$ cat config.mk
export PLATFORM = sky130hd
export DESIGN_NAME = bin2bcd_scan
export DESIGN_NICKNAME = d
export VERILOG_FILES = /design/src/rtl/bin2bcd_scan_pkg.sv /design/src/rtl/bcd_add3.sv /design/src/rtl/bin2bcd_scan.sv
export SDC_FILE = /design/constraint.sdc
export NUM_CORES = 1
export LEC_CHECK = 0
export BUFFER_PORTS_ARGS = -buffer_cell sky130_fd_sc_hd__buf_4
export CORE_MARGIN = 2
export CORE_UTILIZATION = 25
export DETAILED_ROUTE_END_ITERATION = 16
export PLACE_DENSITY = 0.45
export SETUP_SLACK_MARGIN = 0.3
export SLEW_MARGIN = 20
export SYNTH_ARGS = -nofsm -noshare
export SYNTH_HDL_FRONTEND = slang
export SYNTH_HIERARCHICAL = 1
export SYNTH_SLANG_ARGS = --single-unit
$ cat constraint.sdc
create_clock -name clock -period 1.5 [get_ports clock]
set_input_delay 0.45 -clock clock [delete_from_list [all_inputs] [get_ports clock]]
set_output_delay 0.45 -clock clock [all_outputs]
set_load 0.01 [all_outputs]
$ cat src/rtl/bin2bcd_scan_pkg.sv
// Shared display definitions for the binary-to-BCD front end of the seven-segment path.
// These are the FSM encodings and the code the digit decoder renders as a dark digit.
package bin2bcd_scan_pkg;

    typedef enum logic [1:0] {
        ST_IDLE   = 2'd0,
        ST_SHIFT  = 2'd1,
        ST_FINISH = 2'd2
    } conv_state_e;

    localparam logic [3:0] BLANK_CODE = 4'hF;

endpackage

$ cat src/rtl/bcd_add3.sv
// Double-dabble digit correction: a BCD digit of 5 or more gets +3 before the next shift.
module bcd_add3
    import bin2bcd_scan_pkg::*;
(
    input  logic [3:0] digit_in,
    output logic [3:0] digit_out
);

    // Correct one digit ahead of the left shift; 4-bit wrap is intentional.
    always_comb begin
        if (digit_in >= 4'd5) begin
            digit_out = digit_in + 4'd3;
        end else begin
            digit_out = digit_in;
        end
    end

endmodule

$ cat src/rtl/bin2bcd_scan.sv
// Sequential shift-and-add-3 binary-to-BCD converter with optional leading-zero blanking.
// One conversion takes WIDTH shift cycles plus one finish cycle; the result is held until the next one.
module bin2bcd_scan
    import bin2bcd_scan_pkg::*;
#(
    parameter int WIDTH  = 8,
    parameter int DIGITS = 3
) (
    input  logic                  clock,
    input  logic                  reset_n,
    input  logic                  start,
    input  logic [WIDTH-1:0]      bin_in,
    input  logic                  blank_lz,
    output logic                  busy,
    output logic                  done,
    output logic [DIGITS*4-1:0]   bcd_out
);

    localparam int SW = DIGITS * 4;
    localparam int CW = $clog2(WIDTH + 1);

    conv_state_e       state_r;
    conv_state_e       state_next_s;
    logic              busy_r;
    logic              done_r;
    logic              busy_next_s;
    logic              done_next_s;
    logic [WIDTH-1:0]  bin_r;
    logic [SW-1:0]     scratch_r;
    logic [SW-1:0]     corr_s;
    logic [SW-1:0]     blank_s;
    logic [SW-1:0]     bcd_r;
    logic [CW-1:0]     cnt_r;
    logic              blank_r;

    genvar g;
    generate
        for (g = 0; g < DIGITS; g++) begin : g_add3
            bcd_add3 u_add3 (
                .digit_in  (scratch_r[4*g +: 4]),
                .digit_out (corr_s[4*g +: 4])
            );
        end
    endgenerate

    // State register together with the registered status outputs.
    always_ff @(posedge clock) begin
        if (!reset_n) begin
            state_r <= ST_IDLE;
            busy_r  <= 1'b0;
            done_r  <= 1'b0;
        end else begin
            state_r <= state_next_s;
            busy_r  <= busy_next_s;
            done_r  <= done_next_s;
        end
    end

    // Next-state logic; start is only honoured in IDLE.
    always_comb begin
        state_next_s = state_r;
        case (state_r)
            ST_IDLE: begin
                if (start) begin
                    state_next_s = ST_SHIFT;
                end else begin
                    state_next_s = ST_IDLE;
                end
            end
            ST_SHIFT: begin
                if (cnt_r == CW'(1)) begin
                    state_next_s = ST_FINISH;
                end else begin
                    state_next_s = ST_SHIFT;
                end
            end
            ST_FINISH: state_next_s = ST_IDLE;
            default:   state_next_s = ST_IDLE;
        endcase
    end

    // Status outputs: busy follows the upcoming state, done marks the FINISH edge.
    always_comb begin
        busy_next_s = 1'b0;
        done_next_s = 1'b0;
        case (state_r)
            ST_IDLE:   busy_next_s = (state_next_s != ST_IDLE);
            ST_SHIFT:  busy_next_s = 1'b1;
            ST_FINISH: done_next_s = 1'b1;
            default: begin
                busy_next_s = 1'b0;
                done_next_s = 1'b0;
            end
        endcase
    end

    // Leading-zero scan from the top digit down; digit 0 always shows, interior zeros stay.
    always_comb begin : blank_scan
        logic lead_v;
        blank_s = scratch_r;
        lead_v  = blank_r;
        for (int k = DIGITS - 1; k >= 1; k--) begin
            if (lead_v && (scratch_r[4*k +: 4] == 4'd0)) begin
                blank_s[4*k +: 4] = BLANK_CODE;
            end else begin
                lead_v = 1'b0;
            end
        end
    end

    // Conversion datapath: load on accept, correct-then-shift in SHIFT, publish in FINISH.
    always_ff @(posedge clock) begin
        if (!reset_n) begin
            bin_r     <= '0;
            scratch_r <= '0;
            cnt_r     <= '0;
            blank_r   <= 1'b0;
            bcd_r     <= {DIGITS{BLANK_CODE}};
        end else begin
            case (state_r)
                ST_IDLE: begin
                    if (start) begin
                        bin_r     <= bin_in;
                        blank_r   <= blank_lz;
                        scratch_r <= '0;
                        cnt_r     <= CW'(WIDTH);
                    end else begin
                        bin_r     <= bin_r;
                    end
                end
                ST_SHIFT: begin
                    scratch_r <= {corr_s[SW-2:0], bin_r[WIDTH-1]};
                    bin_r     <= bin_r << 1;
                    cnt_r     <= cnt_r - CW'(1);
                end
                ST_FINISH: begin
                    bcd_r <= blank_s;
                end
                default: begin
                    bcd_r <= bcd_r;
                end
            endcase
        end
    end

    assign busy    = busy_r;
    assign done    = done_r;
    assign bcd_out = bcd_r;

endmodule

==> flow_metrics.py, run 1 <==
metrics = {
    "run": {
        "drv_cap": 0,
    },
    "grt": {
        "grt_pass1_wl_um": 7576,
        "globalRouteOverflowTotal": 0,
        "first_global_vias": 1567,
        "globalRouteTotalUtil": 0.1161,
        "largest_net_degree_at_the_start_of_global_routing": 19,
        "grt_antenna_before_repair": 0,
    },
    "layout": {
        "layout.nets": 263,
        "fraction_of_layout_cells_with_a_size_suffix_above_1": 0.4139,
        "synthToLayoutAreaGrowth_pct": 38.42,
        "fin_area_mm2": 0.002624,
        "antenna_cells": 0,
    },
    "critical_path": {
        "crit_path_max_fanout": 3,
        "timing.reg2reg.setup_slack_ns": 0.22,
        "worstPathRequired_ns": 1.74,
        "crit_type": "reg2reg",
        "rr_endpoint": "scratch_r[10]",
        "crit_path_start_kind": "flip-flop",
        "cp.arrival_ns": 1.52,
        "cp-end-kind": "flip-flop",
        "reg2reg_depth": 6,
        "r2r-start": "scratch_r[9]",
    },
    "cts": {
        "postCtsHoldBufs": 0,
        "clkSlewWorstSetupHoldPaths_ns": 0.08,
        "cts_sinks": 41,
        "cts_root_buffer": "clkbuf_8",
        "max-clock-path-buffers": 2,
        "clock_tree_from_tritoncts": "done",
        "clock_tree.htree_level_count": 2,
        "number_of_buffers_added_by_the_clock_tree_synthesis_step": 5,
        "clock_insertion_delay_worst_skew_ns": 0.30,
    },
    "synthesis": {
        "synth.avg_cell_area_um2": 9.113,
        "mappedNetlistNets": 228,
        "postSynthCellCount": 208,
        "synth.yosys.warnings": 6,
        "mappedNetlistArea_mm2": 0.001896,
    },
    "sta": {
        "finalWorstPathRequiredPeriod_ns": 1.280,
        "setup_violations": 0,
        "finalMaxSlewViolations": 0,
        "final_hold_viol_count": 0,
        "slew_headroom": 0.7662,
        "worstMarginPinSlew_ns": 0.3502,
        "timing.final.crit_share": 0.8536,
        "final.setup_skew_ns": 0.008645,
        "setup_tns_after_final_layout_ns": 0,
        "maxClockFrequency_ghz": 0.7810,
        "rsz0062_at_grt": "true",
    },
    "routing": {
        "top_layer_used": "met4",
        "post_drt_wl_per_cell_um": 13.01,
        "routed-wl-met3_um": 164,
        "routed_wl_um": 4463,
        "drt_pre_antenna_iters": 4,
        "route.antenna.remaining_nets": 0,
        "met2WireLength_um": 2059,
        "remaining_drc_errors": 0,
        "detail_route.wirelength.met1_um": 2167,
        "drt-initial-drc-count": 52,
        "ratio_of_routed_vias_to_standard_cells": 4.630,
        "vias": 1588,
    },
    "power_and_ir_drop": {
        "cellPowerDensity_mw_per_mm2": 931.4,
        "power_w": 0.002444,
        "vdd_drop_max_mv": 0.3962,
        "power_leakage_nw": 1.040,
    },
    "floorplanning": {
        "placeableCoreArea_mm2": 0.007292,
        "fp.dieW_um": 91.08,
        "io_pins": 26,
        "fp.dieArea_mm2": 0.008295,
        "chipHeight_um": 91.08,
        "effective_utilization_at_floorplan": 0.2600,
        "rows": 31,
    },
    "hold_path": {
        "hp-start": "blank_lz",
        "worst_hold_path_type": "in2reg",
        "worstHoldEndpoint": "blank_r",
        "timing.hold.worst_path_depth": 3,
    },
    "place": {
        "place.detailed.hpwl_um": 2952,
        "placement.cell_area_mm2": 0.002223,
        "gp_routability_congestion": 0.7586,
        "port_buffers": 25,
    },
    "status": {
        "status": "finished clean",
    },
}
==> per-stage QoR <==
stage          setup slack, ns  cells  hold WS [ns]  utilization
2_1_floorplan           0.2933    208        0.4435            -
3_3_place_gp            0.1166    326        0.4527       0.3049
3_5_place_dp           0.09967    326        0.4578       0.3049
4_1_cts                 0.2202    338        0.3865       0.3444
5_1_grt                 0.1320    343        0.3861       0.3598
6_report                0.2196    343        0.4007       0.3598
==> critical path, cell delays in order (launching register included) <==
cell and delay, ns:
dfxtp_4 0.37, inv_2 0.06, ha_1 0.17, nand2b_4 0.14
a21oi_4 0.14, mux2i_1 0.21, a22o_1 0.15
==> layer usage <==
| layer | GRT usage | up-vias |
|---|---|---|
| li1 | - | 809 |
| met3 | 0.03568 | 6 |
| met2 | 0.1784 | 30 |
| met5 | 0 | - |
| met1 | 0.1535 | 743 |
| met4 | 0.04167 | 0 |
==> where the power goes <==
group / internal (W) / switching (W) / total (W)
Clock: 0.000661 / 0.000394 / 0.00106
Sequential: 0.00112 / 0.0000393 / 0.00116
Combinational: 0.000114 / 0.000112 / 0.000226
==> area by class of cell <==
cell class                 instances  area [um^2]
tap                               99        123.9
fill                             799         4668
inverter                          12        50.05
timing repair buffer              39        349.1
sequential                        41        863.3
clock buffer                       5        68.82
clock inverter                     3        65.06
multi-input combinational        144         1104
==> worst max-delay path by stage <==
stage                  from             to  slack, ns  depth (start not counted)
2_1_floorplan  scratch_r[5]   scratch_r[6]       0.29                          6
3_3_place_gp     state_r[0]     state_r[1]       0.12                          2
3_5_place_dp     state_r[0]     state_r[1]        0.1                          2
4_1_cts        scratch_r[9]  scratch_r[10]       0.22                          6
5_1_grt        scratch_r[9]  scratch_r[10]       0.13                          6
6_report       scratch_r[9]  scratch_r[10]       0.22                          6
==> timing repair <==
| item | CTS | global route |
|---|---|---|
| pin swaps | 1 | 5 |
| buffers inserted | 4 | 5 |
| setup endpoints to repair | 49 | 41 |
| gates resized for setup | 40 | 18 |
==> placed cells by master, fill, tap and decap left out, types with 3 or more instances in the layout <==
cell	count
nand2b_4	4
nand3_1	5
dfxtp_1	19
a21oi_4	3
buf_4	24
nand2b_1	3
dfxtp_2	16
a22o_1	13
mux2i_1	4
buf_6	15
ha_1	4
dfxtp_4	6
nor2_1	8
o21ai_0	11
o22ai_1	7
clkbuf_8	5
ha_4	3
nor3b_2	3
a21oi_2	3
a311oi_1	4
nand2_1	24
o21ai_1	6
a21oi_1	9
inv_2	3
inv_1	7
xnor2_1	3
nor3b_1	6
==> registers in the layout, indices dropped and copies added (netlist names) <==
name,flops
state_r,2
bcd_out,12
blank_r,1
bin_r,8
done,1
scratch_r,12
cnt_r,4
busy,1
No activity file was read; power rests on OpenSTA's default activity.
==> inputs of run 2 (changes only) <==
--- a/config.mk
+++ b/config.mk
@@ -6,7 +6,6 @@
 export NUM_CORES = 1
 export LEC_CHECK = 0
 export BUFFER_PORTS_ARGS = -buffer_cell sky130_fd_sc_hd__buf_4
-export CORE_MARGIN = 2
 export CORE_UTILIZATION = 25
 export DETAILED_ROUTE_END_ITERATION = 16
 export PLACE_DENSITY = 0.45
==> constraint.sdc (replaced) <==
create_clock -name clock -period 1.5 [get_ports clock]
set_input_delay 0.3 -clock clock [delete_from_list [all_inputs] [get_ports clock]]
set_output_delay 0.3 -clock clock [all_outputs]
set_load 0.01 [all_outputs]
==> run 2 against run 1 <==
Register-to-register slack is essentially flat. Via count grew 2.1%. Clock-buffer cell count grew 2. Final cell count grew 1.5%. Critical path type unchanged. First-iteration DRC count grew 17%. Largest power group unchanged.
==> flow_metrics.py, run 2 (synthesized netlist as in run 1, its figures left out) <==
metrics = {
    "critical_path": {
        "crit_path_cell_trace": "inv_4 > ha_2 > nand2b_4 > a21oi_4 > mux2i_1 > a22o_1",
        "crit_path_start_kind": "flip-flop",
        "crit_path_max_fanout": 3,
        "crit_type": "reg2reg",
        "critical_path_buf_inv_count": 1,
        "slowest_stage": "dfxtp_4",
        "cp.arrival_ns": 1.51,
        "worstPathRequired_ns": 1.74,
        "cp-end-kind": "flip-flop",
        "crit_family": "flip-flops",
        "critical_path.max_stage_delay_ns": 0.38,
    },
    "grt": {
        "grt_use_met2": 0.2035,
        "grt_pass1_wl_um": 7583,
        "use_met3": 0.02585,
        "globalRouteTotalUtil": 0.1259,
        "grt_util_met1": 0.1690,
        "largest_net_degree_at_the_start_of_global_routing": 20,
        "grt.busiest_layer": "met2",
        "grt_antenna_before_repair": 0,
        "first_global_vias": 1501,
        "globalRouteOverflowTotal": 0,
    },
    "routing": {
        "drt_pre_antenna_iters": 4,
        "remaining_drc_errors": 0,
        "vias": 1622,
        "routed_wl_um": 4635,
        "post_drt_wl_per_cell_um": 13.32,
        "drt-initial-drc-count": 61,
        "route.antenna.remaining_nets": 0,
        "ratio_of_routed_vias_to_standard_cells": 4.661,
    },
    "power_and_ir_drop": {
        "power_leakage_nw": 1.054,
        "cellInternalPower_w": 0.001782,
        "switching_share": 0.2344,
        "clock_power_share": 0.401,
        "power_w": 0.002327,
        "share_seq_of_total_power": 0.497,
        "power.combinational.fraction": 0.103,
        "cellPowerDensity_mw_per_mm2": 879.8,
        "vdd_drop_max_mv": 0.3188,
        "switchingPower_w": 0.0005456,
    },
    "sta": {
        "postLayoutSetupSlackWorst_ns": 0.2285,
        "finalWorstPathRequiredPeriod_ns": 1.272,
        "final.setup_skew_ns": 0.009035,
        "final_hold_viol_count": 0,
        "maxClockFrequency_ghz": 0.7865,
        "timing.final.crit_share": 0.8477,
        "worstMarginPinSlew_ns": 0.3771,
        "setup_tns_after_final_layout_ns": 0,
        "rsz0062_at_grt": "true",
        "finalMaxSlewViolations": 0,
        "setup_violations": 0,
        "slew_headroom": 0.7483,
    },
    "floorplanning": {
        "effective_utilization_at_floorplan": 0.2600,
        "fp.dieW_um": 89.08,
        "rows": 31,
        "chipHeight_um": 89.08,
        "fp.dieArea_mm2": 0.007934,
        "io_pins": 26,
        "placeableCoreArea_mm2": 0.007292,
    },
    "layout": {
        "layout_commonest_cell": "buf_4",
        "layout.nets": 268,
        "most-common-layout-cells": "buf_4, dfxtp_1, nand2_1",
        "synthToLayoutAreaGrowth_pct": 39.54,
        "antenna_cells": 0,
        "fraction_of_layout_cells_with_a_size_suffix_above_1": 0.3976,
    },
    "place": {
        "gp_routability_congestion": 0.7088,
        "preCtsSetupSlack_ns": 0.1329,
        "place.detailed.hpwl_um": 2954,
        "port_buffers": 25,
    },
    "cts": {
        "clock_insertion_delay_worst_skew_ns": 0.29,
        "cts_root_buffer": "clkbuf_8",
        "cts_sinks": 41,
        "clock_tree_from_tritoncts": "done",
        "clkSlewWorstSetupHoldPaths_ns": 0.08,
        "clock_tree.htree_level_count": 2,
        "number_of_buffers_added_by_the_clock_tree_synthesis_step": 5,
        "max-clock-path-buffers": 2,
    },
    "hold_path": {
        "worst_hold_path_type": "in2reg",
    },
    "status": {
        "status": "finished clean",
    },
    "run": {
        "drv_cap": 0,
    },
}
[run 2: what timing repair did]
item,in CTS,in global routing
gates resized for setup,19,25
hold buffers,0,0
gates cloned,0,1
setup buffers,11,2
pin swaps,4,9
setup endpoints to repair,21,21
[run 2: final timing paths]
check / slack, ns / end / start / cells after the start
worst max-delay path: 0.23 / scratch_r[6] / scratch_r[5] / 6
worst max register to register: 0.23 / scratch_r[6] / scratch_r[5] / 6
worst min-delay path: 0.27 / bcd_out[0] / reset_n / 2
worst min register to register: 0.47 / bcd_out[3] / bcd_out[3] / 2
[run 2: power groups by stage]
stage | Sequential, W | Clock, W | Combinational, W
global placement | 0.00119 | 0 | 0.000221
detailed placement | 0.00119 | 0 | 0.000220
floorplan | 0.00118 | 0 | 0.000155
CTS | 0.00116 | 0.000969 | 0.000228
finish | 0.00116 | 0.000933 | 0.000239
global route | 0.00116 | 0.00103 | 0.000265
[run 2: cell type report]
cell class | instances | area (um^2)
fill | 786 | 4647
multi-input combinational | 145 | 1132
sequential | 41 | 852.1
timing repair buffer | 43 | 367.9
tap | 99 | 123.9
clock buffer | 7 | 86.33
inverter | 12 | 52.55
clock inverter | 1 | 30.03
[run 2: per-layer routing]
layer	part of all wire	wire length, um
met5	0	0
met2	0.47	2160
met3	0.033	152
met1	0.49	2279
met4	0.0091	42
[run 2: stage by stage]
step             util  hold WS (ns)  std cells  cell area [um^2]
6_report       0.3627        0.2745        348              2645
5_1_grt        0.3627        0.2736        348              2645
4_1_cts        0.3476        0.2632        345              2535
3_5_place_dp   0.3066        0.4566        326              2236
3_3_place_gp   0.3066        0.4536        326              2236
2_1_floorplan       -        0.4349        208              1956
==> inputs of run 3 (changes only) <==
--- a/config.mk
+++ b/config.mk
@@ -5,10 +5,11 @@
 export SDC_FILE = /design/constraint.sdc
 export NUM_CORES = 1
 export LEC_CHECK = 0
+export ABC_AREA = 1
 export BUFFER_PORTS_ARGS = -buffer_cell sky130_fd_sc_hd__buf_4
 export CORE_UTILIZATION = 25
 export DETAILED_ROUTE_END_ITERATION = 16
-export PLACE_DENSITY = 0.45
+export PLACE_DENSITY = 0.46
 export SETUP_SLACK_MARGIN = 0.3
 export SLEW_MARGIN = 20
 export SYNTH_ARGS = -nofsm -noshare
==> constraint.sdc (replaced) <==
create_clock -name clock -period 1.05 [get_ports clock]
set_input_delay 0.21 -clock clock [delete_from_list [all_inputs] [get_ports clock]]
set_output_delay 0.21 -clock clock [all_outputs]
set_load 0.01 [all_outputs]
==> run 3 against run 2 <==
The flow now finishes with violations (setup timing). Clock skew shrank 0.0019 ns. Routed wire length up 11%. Highest routed layer unchanged. Core utilization rose by 6.7 points. Register-to-register slack worse by 0.41 ns. Combinational power rose to 2.7 times the previous value. First-iteration DRC count down 38%. Clock-buffer cell count increased by 1. Sequential share of layout area decreased by 6.0 points.
==> flow_metrics.py, run 3 <==
metrics = {
    "critical_path": {
        "cp.arrival_ns": 1.43,
        "crit_path_start_kind": "flip-flop",
        "crit_start": "scratch_r[8]",
        "cp-end-kind": "flip-flop",
        "crit_type": "reg2reg",
        "worstPathRequired_ns": 1.25,
        "r2r-start": "scratch_r[8]",
        "timing.reg2reg.setup_slack_ns": -0.18,
        "crit_path_max_fanout": 4,
        "rr_endpoint": "scratch_r[10]",
        "reg2reg_depth": 8,
    },
    "cts": {
        "clock_tree_from_tritoncts": "done",
        "clkSlewWorstSetupHoldPaths_ns": 0.09,
        "clock_tree.htree_level_count": 2,
        "cts_sinks": 41,
        "number_of_buffers_added_by_the_clock_tree_synthesis_step": 5,
        "max-clock-path-buffers": 2,
        "clock_insertion_delay_worst_skew_ns": 0.30,
        "cts_root_buffer": "clkbuf_8",
        "postCtsHoldBufs": 0,
    },
    "sta": {
        "finalHoldWorstSlack_ns": 0.1639,
        "postLayoutSetupSlackWorst_ns": -0.1809,
        "timing.final.crit_share": 1.172,
        "rsz0062_at_grt": "true",
        "maxClockFrequency_ghz": 0.8124,
        "slew_headroom": 0.8312,
        "finalWorstPathRequiredPeriod_ns": 1.231,
        "final_hold_viol_count": 0,
        "finalMaxSlewViolations": 0,
        "worstMarginPinSlew_ns": 0.2528,
        "final.setup_skew_ns": 0.007156,
        "setup_violations": 22,
    },
    "power_and_ir_drop": {
        "power_w": 0.003530,
        "power_leakage_nw": 1.333,
        "vdd_drop_max_mv": 0.5762,
        "cellPowerDensity_mw_per_mm2": 1058,
    },
    "grt": {
        "grt.busiest_layer": "met2",
        "grt_util_met1": 0.1716,
        "largest_net_degree_at_the_start_of_global_routing": 23,
        "globalRouteOverflowTotal": 0,
        "globalRouteTotalUtil": 0.1344,
        "grt_antenna_before_repair": 0,
        "use_met3": 0.02736,
        "grt_use_met2": 0.2226,
        "first_global_vias": 1891,
        "grt_pass1_wl_um": 8949,
    },
    "floorplanning": {
        "io_pins": 26,
        "chipHeight_um": 91.96,
        "rows": 32,
        "effective_utilization_at_floorplan": 0.2605,
        "placeableCoreArea_mm2": 0.007767,
        "fp.dieArea_mm2": 0.008457,
        "fp.dieW_um": 91.96,
    },
    "place": {
        "port_buffers": 25,
        "place.detailed.hpwl_um": 3452,
        "gp_routability_congestion": 0.8211,
    },
    "hold_path": {
        "hp-start": "blank_lz",
        "timing.hold.worst_path_depth": 3,
        "worstHoldEndpoint": "blank_r",
        "worst_hold_path_type": "in2reg",
    },
    "routing": {
        "vias": 1926,
        "route.antenna.remaining_nets": 0,
        "drt-initial-drc-count": 38,
        "routed_wl_um": 5145,
        "remaining_drc_errors": 0,
        "ratio_of_routed_vias_to_standard_cells": 4.367,
        "post_drt_wl_per_cell_um": 11.67,
        "drt_pre_antenna_iters": 4,
    },
    "layout": {
        "most-common-layout-cells": "nand2_1, buf_4, nor2_1, buf_6",
        "layout.nets": 358,
        "antenna_cells": 0,
        "n_fill_cell": 779,
        "synthToLayoutAreaGrowth_pct": 64.87,
        "layout_commonest_cell": "nand2_1",
        "fraction_of_layout_cells_with_a_size_suffix_above_1": 0.5752,
    },
    "synthesis": {
        "synth.avg_cell_area_um2": 7.466,
        "mappedNetlistArea_mm2": 0.002023,
        "mappedNetlistNets": 291,
        "postSynthCellCount": 271,
        "synth.yosys.warnings": 6,
    },
    "status": {
        "status": "finished with violations",
        "violated_checks": "setup timing",
    },
    "run": {
        "drv_cap": 0,
    },
}
run 3: final cells by class:
cell class / instances / area [um^2] / area share
well taps: 102 / 127.6 / 0.03826
clock buffers: 8 / 111.4 / 0.03338
multi-input cells: 188 / 1330 / 0.3987
repair buffers: 71 / 735.7 / 0.2206
flip-flops and latches: 41 / 874.6 / 0.2622
inverters: 31 / 156.4 / 0.04689
run 3: worst max-delay path by stage:
| stage | slack, ns | depth (start not counted) | endpoint |
|---|---|---|---|
| finish | -0.18 | 8 | scratch_r[10] |
| detailed placement | -0.18 | 8 | scratch_r[2] |
| global placement | -0.16 | 8 | scratch_r[5] |
| global route | -0.26 | 8 | scratch_r[10] |
| CTS | -0.18 | 8 | scratch_r[2] |
| floorplan | -0.15 | 8 | scratch_r[2] |
run 3: stage by stage:
stage	worst slack (ns)	setup TNS (ns)	instances	cell area, um^2	utilization
detailed placement	-0.1788	-1.839	416	2689	0.3462
finish	-0.1809	-1.672	441	3336	0.4294
global route	-0.2596	-3.846	441	3336	0.4294
CTS	-0.1789	-1.860	439	3237	0.4167
floorplan	-0.1456	-0.9549	271	2208	-
global placement	-0.1649	-1.867	416	2689	0.3462
run 3: critical path, stage by stage, from the launching register on:
cell	delay [ns]
dfxtp_4	0.40
inv_4	0.05
ha_4	0.16
nor2_4	0.14
nor2_4	0.06
nand2_2	0.06
o21ai_2	0.05
a22oi_1	0.17
nor2_1	0.05
run 3: repair_timing:
| action | in CTS | in global routing |
|---|---|---|
| cloned | 3 | 0 |
| setup endpoints to repair | 55 | 55 |
| setup buffers | 12 | 2 |
| gates resized for setup | 87 | 23 |
| pin swaps | 32 | 29 |
run 3: metal layers:
layer | share of wire | routed length (um)
met3 | 0.028 | 142
met2 | 0.47 | 2441
met5 | 0 | 0
met4 | 0.019 | 99
met1 | 0.48 | 2461
run 3: power breakdown:
part | internal, W | switching (W)
registers | 0.00159 | 0.0000444
logic | 0.000324 | 0.000314
clock network | 0.000680 | 0.000572
total | 0.00260 | 0.000931
